[src/rtl/control_unit_mc.sv]
// Decode/control unit: registered EX control word, with an optional multi-cycle
// M-extension stall FSM enabled by defining RV32M_EN (default build: M-ops illegal).
module control_unit_mc #(
  parameter int ALU_CTRL_W = 4,
  parameter int MUL_LAT    = 3,
  parameter int DIV_LAT    = 32
) (
  input  logic                  clk,
  input  logic                  rst,
  input  logic [6:0]            funct7,
  input  logic [2:0]            funct3,
  input  logic [6:0]            opcode,
  input  logic                  valid_ID,
  input  logic                  stall_in,
  input  logic                  flush_in,
  output logic                  stall_ID,
  output logic                  valid_EX,
  output logic                  illegal_EX,
  output logic                  reg_write_EX,
  output logic                  mem_write_EX,
  output logic                  uncond_jump_EX,
  output logic                  meet_branch_EX,
  output logic                  pc_jal_sel_EX,
  output logic                  alu_sel_1_EX,
  output logic [1:0]            result_sel_EX,
  output logic [1:0]            alu_sel_0_EX,
  output logic [ALU_CTRL_W-1:0] alu_ctrl_EX
);

  localparam logic [6:0] OP_LUI    = 7'b0110111;
  localparam logic [6:0] OP_AUIPC  = 7'b0010111;
  localparam logic [6:0] OP_JAL    = 7'b1101111;
  localparam logic [6:0] OP_JALR   = 7'b1100111;
  localparam logic [6:0] OP_BRANCH = 7'b1100011;
  localparam logic [6:0] OP_LOAD   = 7'b0000011;
  localparam logic [6:0] OP_STORE  = 7'b0100011;
  localparam logic [6:0] OP_CAL_I  = 7'b0010011;
  localparam logic [6:0] OP_CAL_R  = 7'b0110011;

`ifdef RV32M_EN
  localparam bit M_EN = 1'b1;
`else
  localparam bit M_EN = 1'b0;
`endif

  typedef struct packed {
    logic                  valid;
    logic                  illegal;
    logic                  reg_write;
    logic                  mem_write;
    logic                  uncond_jump;
    logic                  meet_branch;
    logic                  pc_jal_sel;
    logic                  alu_sel_1;
    logic [1:0]            result_sel;
    logic [1:0]            alu_sel_0;
    logic [ALU_CTRL_W-1:0] alu_ctrl;
  } ex_t;

  ex_t  dec;
  ex_t  ex_d;
  ex_t  ex_q;
  logic is_mop;
  logic legal;

  // funct7[5] picks SUB only for register ops, SRA/SRAI for both forms.
  function automatic logic [ALU_CTRL_W-1:0] alu_op(input logic [2:0] f3, input logic alt,
                                                   input logic reg_op, input logic mop);
    logic [ALU_CTRL_W-1:0] r;
    if (mop) begin
      r = f3[2] ? ALU_CTRL_W'(11) : ALU_CTRL_W'(10);
    end else begin
      case (f3)
        3'd0:    r = (reg_op && alt) ? ALU_CTRL_W'(1) : ALU_CTRL_W'(0);
        3'd1:    r = ALU_CTRL_W'(2);
        3'd2:    r = ALU_CTRL_W'(3);
        3'd3:    r = ALU_CTRL_W'(4);
        3'd4:    r = ALU_CTRL_W'(5);
        3'd5:    r = alt ? ALU_CTRL_W'(7) : ALU_CTRL_W'(6);
        3'd6:    r = ALU_CTRL_W'(8);
        default: r = ALU_CTRL_W'(9);
      endcase
    end
    return r;
  endfunction

  assign is_mop = (opcode == OP_CAL_R) && (funct7 == 7'b0000001);

  always_comb begin
    dec       = '0;
    dec.valid = 1'b1;
    legal     = 1'b0;
    case (opcode)
      OP_LUI, OP_AUIPC, OP_JAL, OP_JALR, OP_BRANCH,
      OP_LOAD, OP_STORE, OP_CAL_I, OP_CAL_R: legal = 1'b1;
      default:                               legal = 1'b0;
    endcase
    if (is_mop && !M_EN) legal = 1'b0;
    dec.illegal = !legal;
    // Illegal instructions carry an all-zero control word besides valid/illegal.
    if (legal) begin
      dec.reg_write   = !((opcode == OP_BRANCH) || (opcode == OP_STORE));
      dec.mem_write   = (opcode == OP_STORE);
      dec.uncond_jump = (opcode == OP_JAL) || (opcode == OP_JALR);
      dec.pc_jal_sel  = (opcode == OP_JALR);
      dec.meet_branch = (opcode == OP_BRANCH);
      dec.alu_sel_1   = (opcode != OP_CAL_R);
      if ((opcode == OP_AUIPC) || (opcode == OP_JAL) || (opcode == OP_BRANCH))
        dec.alu_sel_0 = 2'd1;
      else if (opcode == OP_LUI)
        dec.alu_sel_0 = 2'd2;
      if (opcode == OP_LOAD)
        dec.result_sel = 2'd1;
      else if ((opcode == OP_JAL) || (opcode == OP_JALR))
        dec.result_sel = 2'd2;
      if ((opcode == OP_CAL_R) || (opcode == OP_CAL_I))
        dec.alu_ctrl = alu_op(funct3, funct7[5], opcode == OP_CAL_R, is_mop);
    end
  end

`ifdef RV32M_EN
  localparam int MAX_LAT = (MUL_LAT > DIV_LAT) ? MUL_LAT : DIV_LAT;
  localparam int CNT_W   = $clog2(MAX_LAT + 1);

  typedef enum logic {IDLE, BUSY} state_t;

  state_t           state_q;
  state_t           state_d;
  logic [CNT_W-1:0] cnt_q;
  logic [CNT_W-1:0] cnt_d;
  logic [CNT_W-1:0] lat_m1;

  assign lat_m1   = funct3[2] ? CNT_W'(DIV_LAT - 1) : CNT_W'(MUL_LAT - 1);
  assign stall_ID = ((state_q == IDLE) && valid_ID && is_mop) ||
                    ((state_q == BUSY) && (cnt_q != '0));

  // The cnt==0 BUSY cycle releases the stall so EX loads the held M-op.
  always_comb begin
    state_d = state_q;
    cnt_d   = cnt_q;
    if (flush_in) begin
      state_d = IDLE;
      cnt_d   = '0;
    end else if (!stall_in) begin
      case (state_q)
        IDLE: if (valid_ID && is_mop) begin
          state_d = BUSY;
          cnt_d   = lat_m1;
        end
        BUSY: if (cnt_q != '0) cnt_d = cnt_q - CNT_W'(1);
              else             state_d = IDLE;
      endcase
    end
  end

  always_ff @(posedge clk) begin
    if (rst) begin
      state_q <= IDLE;
      cnt_q   <= '0;
    end else begin
      state_q <= state_d;
      cnt_q   <= cnt_d;
    end
  end
`else
  assign stall_ID = 1'b0;
`endif

  always_comb begin
    ex_d = ex_q;
    if (flush_in) begin
      ex_d = '0;
    end else if (!stall_in) begin
      if (stall_ID || !valid_ID) ex_d = '0;
      else                       ex_d = dec;
    end
  end

  always_ff @(posedge clk) begin
    if (rst) ex_q <= '0;
    else     ex_q <= ex_d;
  end

  assign valid_EX       = ex_q.valid;
  assign illegal_EX     = ex_q.illegal;
  assign reg_write_EX   = ex_q.reg_write;
  assign mem_write_EX   = ex_q.mem_write;
  assign uncond_jump_EX = ex_q.uncond_jump;
  assign meet_branch_EX = ex_q.meet_branch;
  assign pc_jal_sel_EX  = ex_q.pc_jal_sel;
  assign alu_sel_1_EX   = ex_q.alu_sel_1;
  assign result_sel_EX  = ex_q.result_sel;
  assign alu_sel_0_EX   = ex_q.alu_sel_0;
  assign alu_ctrl_EX    = ex_q.alu_ctrl;

endmodule

[config.mk]
export PLATFORM = sky130hd
export DESIGN_NAME = control_unit_mc
export DESIGN_NICKNAME = d
export VERILOG_FILES = /design/src/rtl/control_unit_mc.sv
export SDC_FILE = /design/constraint.sdc
export NUM_CORES = 1
export LEC_CHECK = 0
export CELL_PAD_IN_SITES_DETAIL_PLACEMENT = 0
export CELL_PAD_IN_SITES_GLOBAL_PLACEMENT = 1
export CORE_ASPECT_RATIO = 0.6
export CORE_MARGIN = 2
export CORE_UTILIZATION = 30
export CTS_BUF_LIST = sky130_fd_sc_hd__clkbuf_2 sky130_fd_sc_hd__clkbuf_4 sky130_fd_sc_hd__clkbuf_8
export CTS_CLUSTER_DIAMETER = 100
export DETAILED_ROUTE_END_ITERATION = 8
export PLACE_DENSITY = 0.83
export SLEW_MARGIN = 5
export SYNTH_ARGS = -nofsm -noshare
export SYNTH_HDL_FRONTEND = slang
export SYNTH_SLANG_ARGS = --single-unit
export TNS_END_PERCENT = 20
[constraint.sdc]
create_clock -name clk -period 2.2 [get_ports clk]
set_input_delay 0.66 -clock clk [delete_from_list [all_inputs] [get_ports clk]]
set_output_delay 0.66 -clock clk [all_outputs]
set_load 0.02 [all_outputs]
# After elaboration in Yosys (flattened, before gate mapping)
# Index checks and enable logic that the tools add are counted.
word_totals:
  output_inout_bits: 17
  in_bits: 22
  reg_bits: 16
  elab_cells: 54
classes:
  n_mux: 14
  eq_ne: 17
  reduce_logical: 12
op_table:
  columns: ["operator", "n"]
  rows:
  - ["$pmux 4 s7", 1]
  - ["$eq 7x6->1 const B", 3]
  - ["$eq 7x7->1 const B", 3]
  - ["$mux 16", 1]
  - ["$eq 7x5->1 const B", 2]
  - ["$mux 14", 1]
  - ["$eq 3x3->1 const B", 3]
  - ["$reduce_or 9->1", 1]
  - ["$mux 2", 4]
  - ["$mux 4", 2]
  - ["$eq 7x1->1 const B", 1]
  - ["$eq 7x2->1 const B", 1]
  - ["$ne 7x6->1 const B", 1]
  - ["$eq 3x2->1 const B", 2]
  - ["$logic_or 1x1->1", 5]
  - ["$mux 1", 5]
  - ["$eq 3x1->1 const B", 1]
  - ["$logic_not 3->1", 1]
  - ["$logic_and 1x1->1", 2]
  - ["$logic_not 1->1", 2]
  - ["$reduce_or 2->1", 1]

# Logic depth before layout (Yosys ltp)
# Gate-level depths: netlist of run 1.
depth:
  word_depth: 8
  depth_mapped: 6

# Least setup slack after synthesis of run 1
# OpenSTA, ideal clock, no wires.
synth_path:
  kind: "input-to-reg"
  from: "in opcode[3]"
  to: "reg ex_q, in the netlist alu_ctrl_EX[0]"
  path_stages: 6
  slack_ns: 0.288
  arrival_time_ns: 1.826
  path_buffers: 1
  setup_ns: 0.086
  path_cell_list: "and4bb_1 -> and4_4 -> buf_6 -> nor4_4 -> o21ai_2 -> a221oi_2"
synth_between:
  elab_chain_len: 8
  word_cells_on_any_way: 21
  classes_between: "eq/ne (9); mux (8); reduce/logical (4)"
synth_rtl:
  columns: ["element", "line", "source"]
  rows:
  - ["start, declared", "12", "input logic [6:0] opcode,"]
  - ["$eq 7x6->1", null, null]
  - ["$logic_and 1x1->1", "74", "3'd0: r = (reg_op && alt) ? ALU_CTRL_W'(1) : ALU_CTRL_W'(0);"]
  - ["$mux 1", "74", null]
  - ["$pmux 4 s7", "73", "case (f3)"]
  - ["$mux 4", "70", "if (mop) begin"]
  - ["$mux 4", "116", "if ((opcode == OP_CAL_R) || (opcode == OP_CAL_I))"]
  - ["$mux 14 *", "101", "if (legal) begin"]
  - ["$mux 16 *", "174", "if (stall_ID || !valid_ID) ex_d = '0;"]
  - ["end signal, assigned", "180", "if (rst) ex_q <= '0;"]
  - ["end signal, assigned", "181", "else ex_q <= ex_d;"]
  - ["end, declared", "62", "ex_t ex_q;"]
# Every way passes the cells marked *; elsewhere a longest branch is shown, timed or not.
# A chain may end at the register's enable or synchronous reset.

# Worst setup path in the final report of run 1
layout_path:
  from: "in opcode[4]"
  to: "reg ex_q, in the netlist alu_sel_0_EX[1]"
layout_between:
  elab_chain_len: 6
  word_cells_on_any_way: 19
  classes_between: "eq/ne (9); mux (6); reduce/logical (4)"
layout_rtl:
  columns: ["element", "line"]
  rows:
  - ["$eq 7x6->1 (tied with other cells)", "87, 93"]
  - ["$reduce_or 9->1 / $logic_or 1x1->1 (equally long branches)", "93, 108"]
  - ["$mux 1 / $logic_or 1x1->1 (equally long branches)", "93, 108"]
  - ["$mux 1 / $mux 2 (equally long branches)", "98, 108"]
  - ["$mux 14 *", "101"]
  - ["$mux 16 *", "174"]
# Marked as above.

==> results of run 1 <==
[layer usage]
| metal | wire (um) | global-route usage [%] |
|---|---|---|
| met1 | 1090 | 20.6 |
| met2 | 1090 | 22.2 |
| met3 | 178 | 4.91 |
| met4 | 27 | 4.53 |
| met5 | 0 | 0 |
[final cells by class]
cell class              instances  area [um^2]
well taps                      32         40.0
inverters                       3         11.3
fillers                       226         1150
repair buffers                 56          520
clock buffers                   3         41.3
multi-input cells              67          490
flip-flops and latches         16          320
[flip-flops by register name, indices dropped and copies added, names as in the netlist]
signal / cells
mem_write_EX: 1
uncond_jump_EX: 1
alu_ctrl_EX: 4
pc_jal_sel_EX: 1
reg_write_EX: 1
illegal_EX: 1
result_sel_EX: 2
alu_sel_0_EX: 2
alu_sel_1_EX: 1
meet_branch_EX: 1
valid_EX: 1
[how the worst max path moves through the flow]
stage | startpoint | to | slack (ns)
6_report | opcode[4] | alu_sel_0_EX[1] | 0.09
5_1_grt | valid_ID | alu_ctrl_EX[0] | 0.002
4_1_cts | opcode[3] | alu_ctrl_EX[0] | 0.005
3_5_place_dp | opcode[3] | alu_ctrl_EX[0] | -0.26
3_3_place_gp | opcode[3] | alu_ctrl_EX[0] | -0.23
2_1_floorplan | opcode[3] | alu_ctrl_EX[0] | 0.29
[cell usage after synthesis, types with 2 or more instances]
cell type / number / share of area [%]
nor4_4: 2 / 5.1
o31ai_1: 2 / 1.8
clkbuf_1: 2 / 0.90
a21oi_1: 3 / 1.8
nand2_1: 12 / 5.4
a32o_1: 4 / 4.8
a32oi_1: 2 / 2.1
inv_1: 3 / 1.3
a22oi_1: 2 / 1.8
nand2b_1: 4 / 3.0
dfxtp_1: 16 / 38
nor2_1: 8 / 3.6
or2b_1: 3 / 2.7
[worst max-delay path: stages]
cell and delay (ns):
clkdlybuf4s50_1 0.54, and4bb_1 0.25, and4_4 0.31, nor4_4 0.06
buf_4 0.17, a32o_1 0.26
[report_power, final]
part / switching, W / internal (W)
combinational: 0.0000512 / 0.0000687
sequential: 0.000000655 / 0.000291
clock: 0.0000948 / 0.000121
[stage by stage]
stage | instances | hold slack [ns] | power [W] | util [%] | setup WS (ns)
final | 177 | 0.446 | 0.000628 | 55.3 | 0.0903
after global routing | 177 | 0.474 | 0.000658 | 55.3 | 0.00234
after CTS | 176 | 0.454 | 0.000635 | 54.2 | 0.00487
after detailed placement | 173 | 0.443 | 0.000415 | 52.6 | -0.258
after global placement | 173 | 0.425 | 0.000413 | 52.6 | -0.231
after floorplan | 90 | 0.516 | 0.000340 | - | 0.288
[what timing repair did]
action	in CTS	in global routing
resized for setup	0	6
setup endpoints to repair	0	3
buffers inserted	0	1
[kinds of logic (layout without fill, tap and decap cells)]
| family | count (synthesis) | after routing |
|---|---|---|
| simple gates | 43 | 43 |
| compound gates | 22 | 22 |
| flops | 16 | 16 |
| buf+inv | 7 | 62 |
| other cells | 1 | 1 |
| mux | 1 | 1 |
==> flow_metrics.py, run 1 <==
metrics = {
    "floorplan": {
        "start_util_pct": 32.4,
        "die_h_um": 44.9,
        "dieArea_um2": 3230,
        "die_w_um": 72.1,
        "io_pins": 39,
        "core_um2": 2570,
        "core.rowCount": 14,
    },
    "cts": {
        "cts_tree": "done",
        "htree_levels": 1,
        "cts_sinks": 16,
        "cts_hold_buffers": 0,
        "cts_inserted_buffers": 3,
        "insertion_delay_ns": 0.25,
        "clock_path_buffers": 2,
        "clk_pin_slew_worst_paths_ns": 0.06,
        "root_buffer": "clkbuf_8",
    },
    "grt": {
        "grt_max_degree": 10,
        "antenna_found_initial": 0,
        "gr-total-overflow": 0,
        "first_global_vias": 824,
        "grt_pass1_wl_um": 3680,
        "grt_usage_pct": 14.9,
    },
    "finish": {
        "post-route-cell-area_um2": 1420,
        "drive_above_1_share_pct": 23.4,
        "final_cell_mix": "clkdlybuf4s50_1, buf_4, dfxtp_1",
        "antenna_cells": 0,
        "final_common_cell": "clkdlybuf4s50_1",
        "nets": 169,
        "syn2layout_area_growth_pct": 70.6,
    },
    "place": {
        "port_buffers": 37,
        "finalWeightedCongestion": 0.773,
        "hpwl_um": 1840,
        "place_area_um2": 1350,
    },
    "timing": {
        "final-setup-viol-count": 0,
        "fin_worst_skew_ns": 0,
        "fin_crit_ns": 2.11,
        "finalHoldViolCount": 0,
        "period_share_pct": 95.9,
        "rsz0062_at_grt": "no",
        "drv_slew": 0,
        "max_freq_ghz": 0.474,
        "fin_tns_setup_ns": 0,
    },
    "worst_hold_path": {
        "min_to": "reg_write_EX",
        "min_from": "reg_write_EX",
        "hp-class": "flop to flop",
        "min_path_cells": 2,
    },
    "run_status": {
        "status": "completed",
    },
    "drt": {
        "dr.pass1.iters": 4,
        "postRouteAntennaNets": 0,
        "drc": 0,
        "wl_um": 2390,
        "wl_per_cell_um": 13.5,
        "vias_per_cell": 5.02,
        "vias": 888,
        "drtIter0Drc": 80,
    },
    "yosys": {
        "post_synth_and_or_nand_nor_area_fraction_pct": 33.7,
        "yosysWarnings": 0,
        "yosysSeqAreaShare_pct": 38.4,
        "synth_compound_area_share_pct": 21.7,
        "ys_async_sr_fraction_pct": 0,
        "synth.avg_cell_area_um2": 9.27,
        "syn_nets": 112,
        "synthAdderAreaFrac_pct": 0,
        "synth_top_family_by_area": "simple AND/OR/NAND/NOR gates",
        "synth_xor_area_share_pct": 0,
        "syn_area_um2": 835,
        "netlist_instances": 90,
        "synth-edff-count": 0,
        "synth_ff_type": "dfxtp_1",
        "synth_cell_types": 40,
        "synth_mux_area_share_pct": 1.20,
        "ys_ff_latch": 16,
    },
    "critical_path": {
        "worst_setup_path_end_kind": "flop",
        "critPathMaxFanout": 7,
        "worstPathRequired_ns": 2.34,
        "r2r_slack_ns": 1.45,
        "r2r-end": "alu_ctrl_EX[0]",
        "rr_startpoint": "alu_ctrl_EX[0]",
        "worstSetupPathType": "input pin to flop",
        "start_kind": "input pin",
        "reg2regPathDepth": 2,
        "critPathArrivalTime_ns": 2.25,
    },
    "pwr": {
        "ir_worst_vdd_uv": 221,
        "power.density_nw_per_um2": 441,
        "p_leak_nw": 0.566,
    },
    "run": {
        "max_cap_viol_count": 0,
    },
}
Note: power is estimated with default switching activity, not from simulation.
==> run 2: changes to the inputs <==
- CORE_ASPECT_RATIO: 0.6 -> 0.7
- TNS_END_PERCENT: 20 -> unset
==> flow_metrics.py, run 2 (same netlist as run 1, synthesis figures left out) <==
metrics = {
    "finish": {
        "nets": 171,
        "antenna_cells": 0,
        "syn2layout_area_growth_pct": 73.8,
        "final_common_cell": "clkdlybuf4s50_1",
        "nFillCells": 236,
        "drive_above_1_share_pct": 24.5,
        "finalNonFillerCells": 181,
        "post-route-cell-area_um2": 1450,
        "largest_reg_flops": 4,
        "final_cell_mix": "clkdlybuf4s50_1, buf_4, dfxtp_1",
    },
    "grt": {
        "antenna_found_initial": 0,
        "use_met2_pct": 23.8,
        "grt_util_met3_pct": 4.16,
        "grt_usage_pct": 14.8,
        "grtUsageMet1_pct": 18.1,
        "first_global_vias": 821,
        "grt_max_degree": 10,
        "gr-total-overflow": 0,
        "grt_pass1_wl_um": 3430,
        "top_usage_layer": "met2",
    },
    "pwr": {
        "seqPwrFrac_pct": 46.3,
        "power.density_nw_per_um2": 435,
        "sw_frac_of_total_pct": 23.5,
        "ir_worst_vdd_uv": 314,
        "p_leak_nw": 0.578,
        "switchingPower_w": 0.000148,
        "power_frac_comb_pct": 19.0,
        "pwr-share-clk_pct": 34.7,
        "p_int_w": 0.000482,
    },
    "timing": {
        "fin_tns_setup_ns": 0,
        "finalHoldViolCount": 0,
        "period_share_pct": 95.8,
        "postLayoutSetupSlackWorst_ns": 0.0921,
        "final-setup-viol-count": 0,
        "fin_crit_ns": 2.11,
        "drv_slew": 0,
        "max_freq_ghz": 0.474,
        "fin_worst_skew_ns": 0,
    },
    "run": {
        "max_cap_viol_count": 0,
    },
    "critical_path": {
        "start_kind": "input pin",
        "worst_setup_path_end_kind": "flop",
        "worstPathRequired_ns": 2.34,
        "critPathArrivalTime_ns": 2.25,
        "worstSetupPathType": "input pin to flop",
        "critPathMaxFanout": 7,
        "r2r_slack_ns": 1.46,
    },
    "floorplan": {
        "io_pins": 39,
        "die_h_um": 48.1,
        "start_util_pct": 32.7,
        "core_um2": 2550,
        "dieArea_um2": 3230,
        "die_w_um": 67.0,
        "core.rowCount": 15,
    },
    "place": {
        "port_buffers": 37,
        "place_area_um2": 1370,
        "hpwl_um": 1840,
        "dp_cells": 177,
        "finalWeightedCongestion": 0.817,
        "dp_worst_setup_slack_ns": -0.250,
    },
    "cts": {
        "cts_tree": "done",
        "clk_pin_slew_worst_paths_ns": 0.06,
        "cts_sinks": 16,
        "insertion_delay_ns": 0.25,
        "cts_inserted_buffers": 3,
        "htree_levels": 1,
        "cts_hold_buffers": 0,
        "clock_path_buffers": 2,
        "root_buffer": "clkbuf_8",
    },
    "drt": {
        "wl_per_cell_um": 12.5,
        "vias": 854,
        "drtIter0Drc": 9,
        "dr.pass1.iters": 4,
        "drc": 0,
        "wl_um": 2250,
        "postRouteAntennaNets": 0,
        "vias_per_cell": 4.72,
    },
    "run_status": {
        "status": "completed",
    },
    "worst_hold_path": {
        "hp-class": "flop to flop",
    },
}
run 2: per-layer routing:
layer | routed length, um | up-vias | part of all wire [%]
met2 | 988 | 18 | 44
met5 | 0 | - | 0
met4 | 50 | 0 | 2.2
met1 | 1100 | 387 | 49
li1 | - | 444 | -
met3 | 118 | 5 | 5.2
run 2: path summary, 6_finish.rpt:
kind	endpoint	start	cells past startpoint
setup / recovery	alu_sel_0_EX[1]	funct7[6]	7
setup reg to reg	alu_ctrl_EX[0]	alu_ctrl_EX[0]	2
hold / removal	result_sel_EX[1]	result_sel_EX[1]	2
hold reg to reg	result_sel_EX[1]	result_sel_EX[1]	2
run 2: stage by stage:
step                hold slack, ns  power (W)  util, %
finish                       0.437   0.000630     56.8
global route                 0.471   0.000656     56.8
CTS                          0.443   0.000637     55.3
detailed placement           0.437   0.000415     53.7
global placement             0.424   0.000413     53.7
floorplan                    0.516   0.000340        -
run 2: what timing repair did:
action,in CTS,in global routing
buffers inserted,0,1
resized for setup,0,8
endpoints found under the setup margin,0,7
run 2: worst max-delay path, stage by stage:
cell and delay, ns:
clkdlybuf4s50_1 0.41, nor4_2 0.29, buf_4 0.15, and4_4 0.28, nor4_4 0.07, buf_6 0.14, a32o_1 0.25
run 2: cell type report:
| cell class | count | area (um^2) | area share [%] |
|---|---|---|---|
| Timing Repair Buffer | 58 | 539 | 37.2 |
| Multi-Input combinational cell | 67 | 495 | 34.2 |
| Sequential cell | 16 | 320 | 22.1 |
| Tap cell | 34 | 42.5 | 2.93 |
| Clock buffer | 3 | 41.3 | 2.85 |
| Inverter | 3 | 11.3 | 0.777 |
run 2: power groups by stage:
stage / registers (W) / clock network, W / logic (W)
2_1_floorplan: 0.000300 / 0 / 0.0000402
3_3_place_gp: 0.000298 / 0 / 0.000115
3_5_place_dp: 0.000298 / 0 / 0.000117
4_1_cts: 0.000292 / 0.000227 / 0.000118
5_1_grt: 0.000292 / 0.000235 / 0.000129
6_report: 0.000292 / 0.000219 / 0.000120
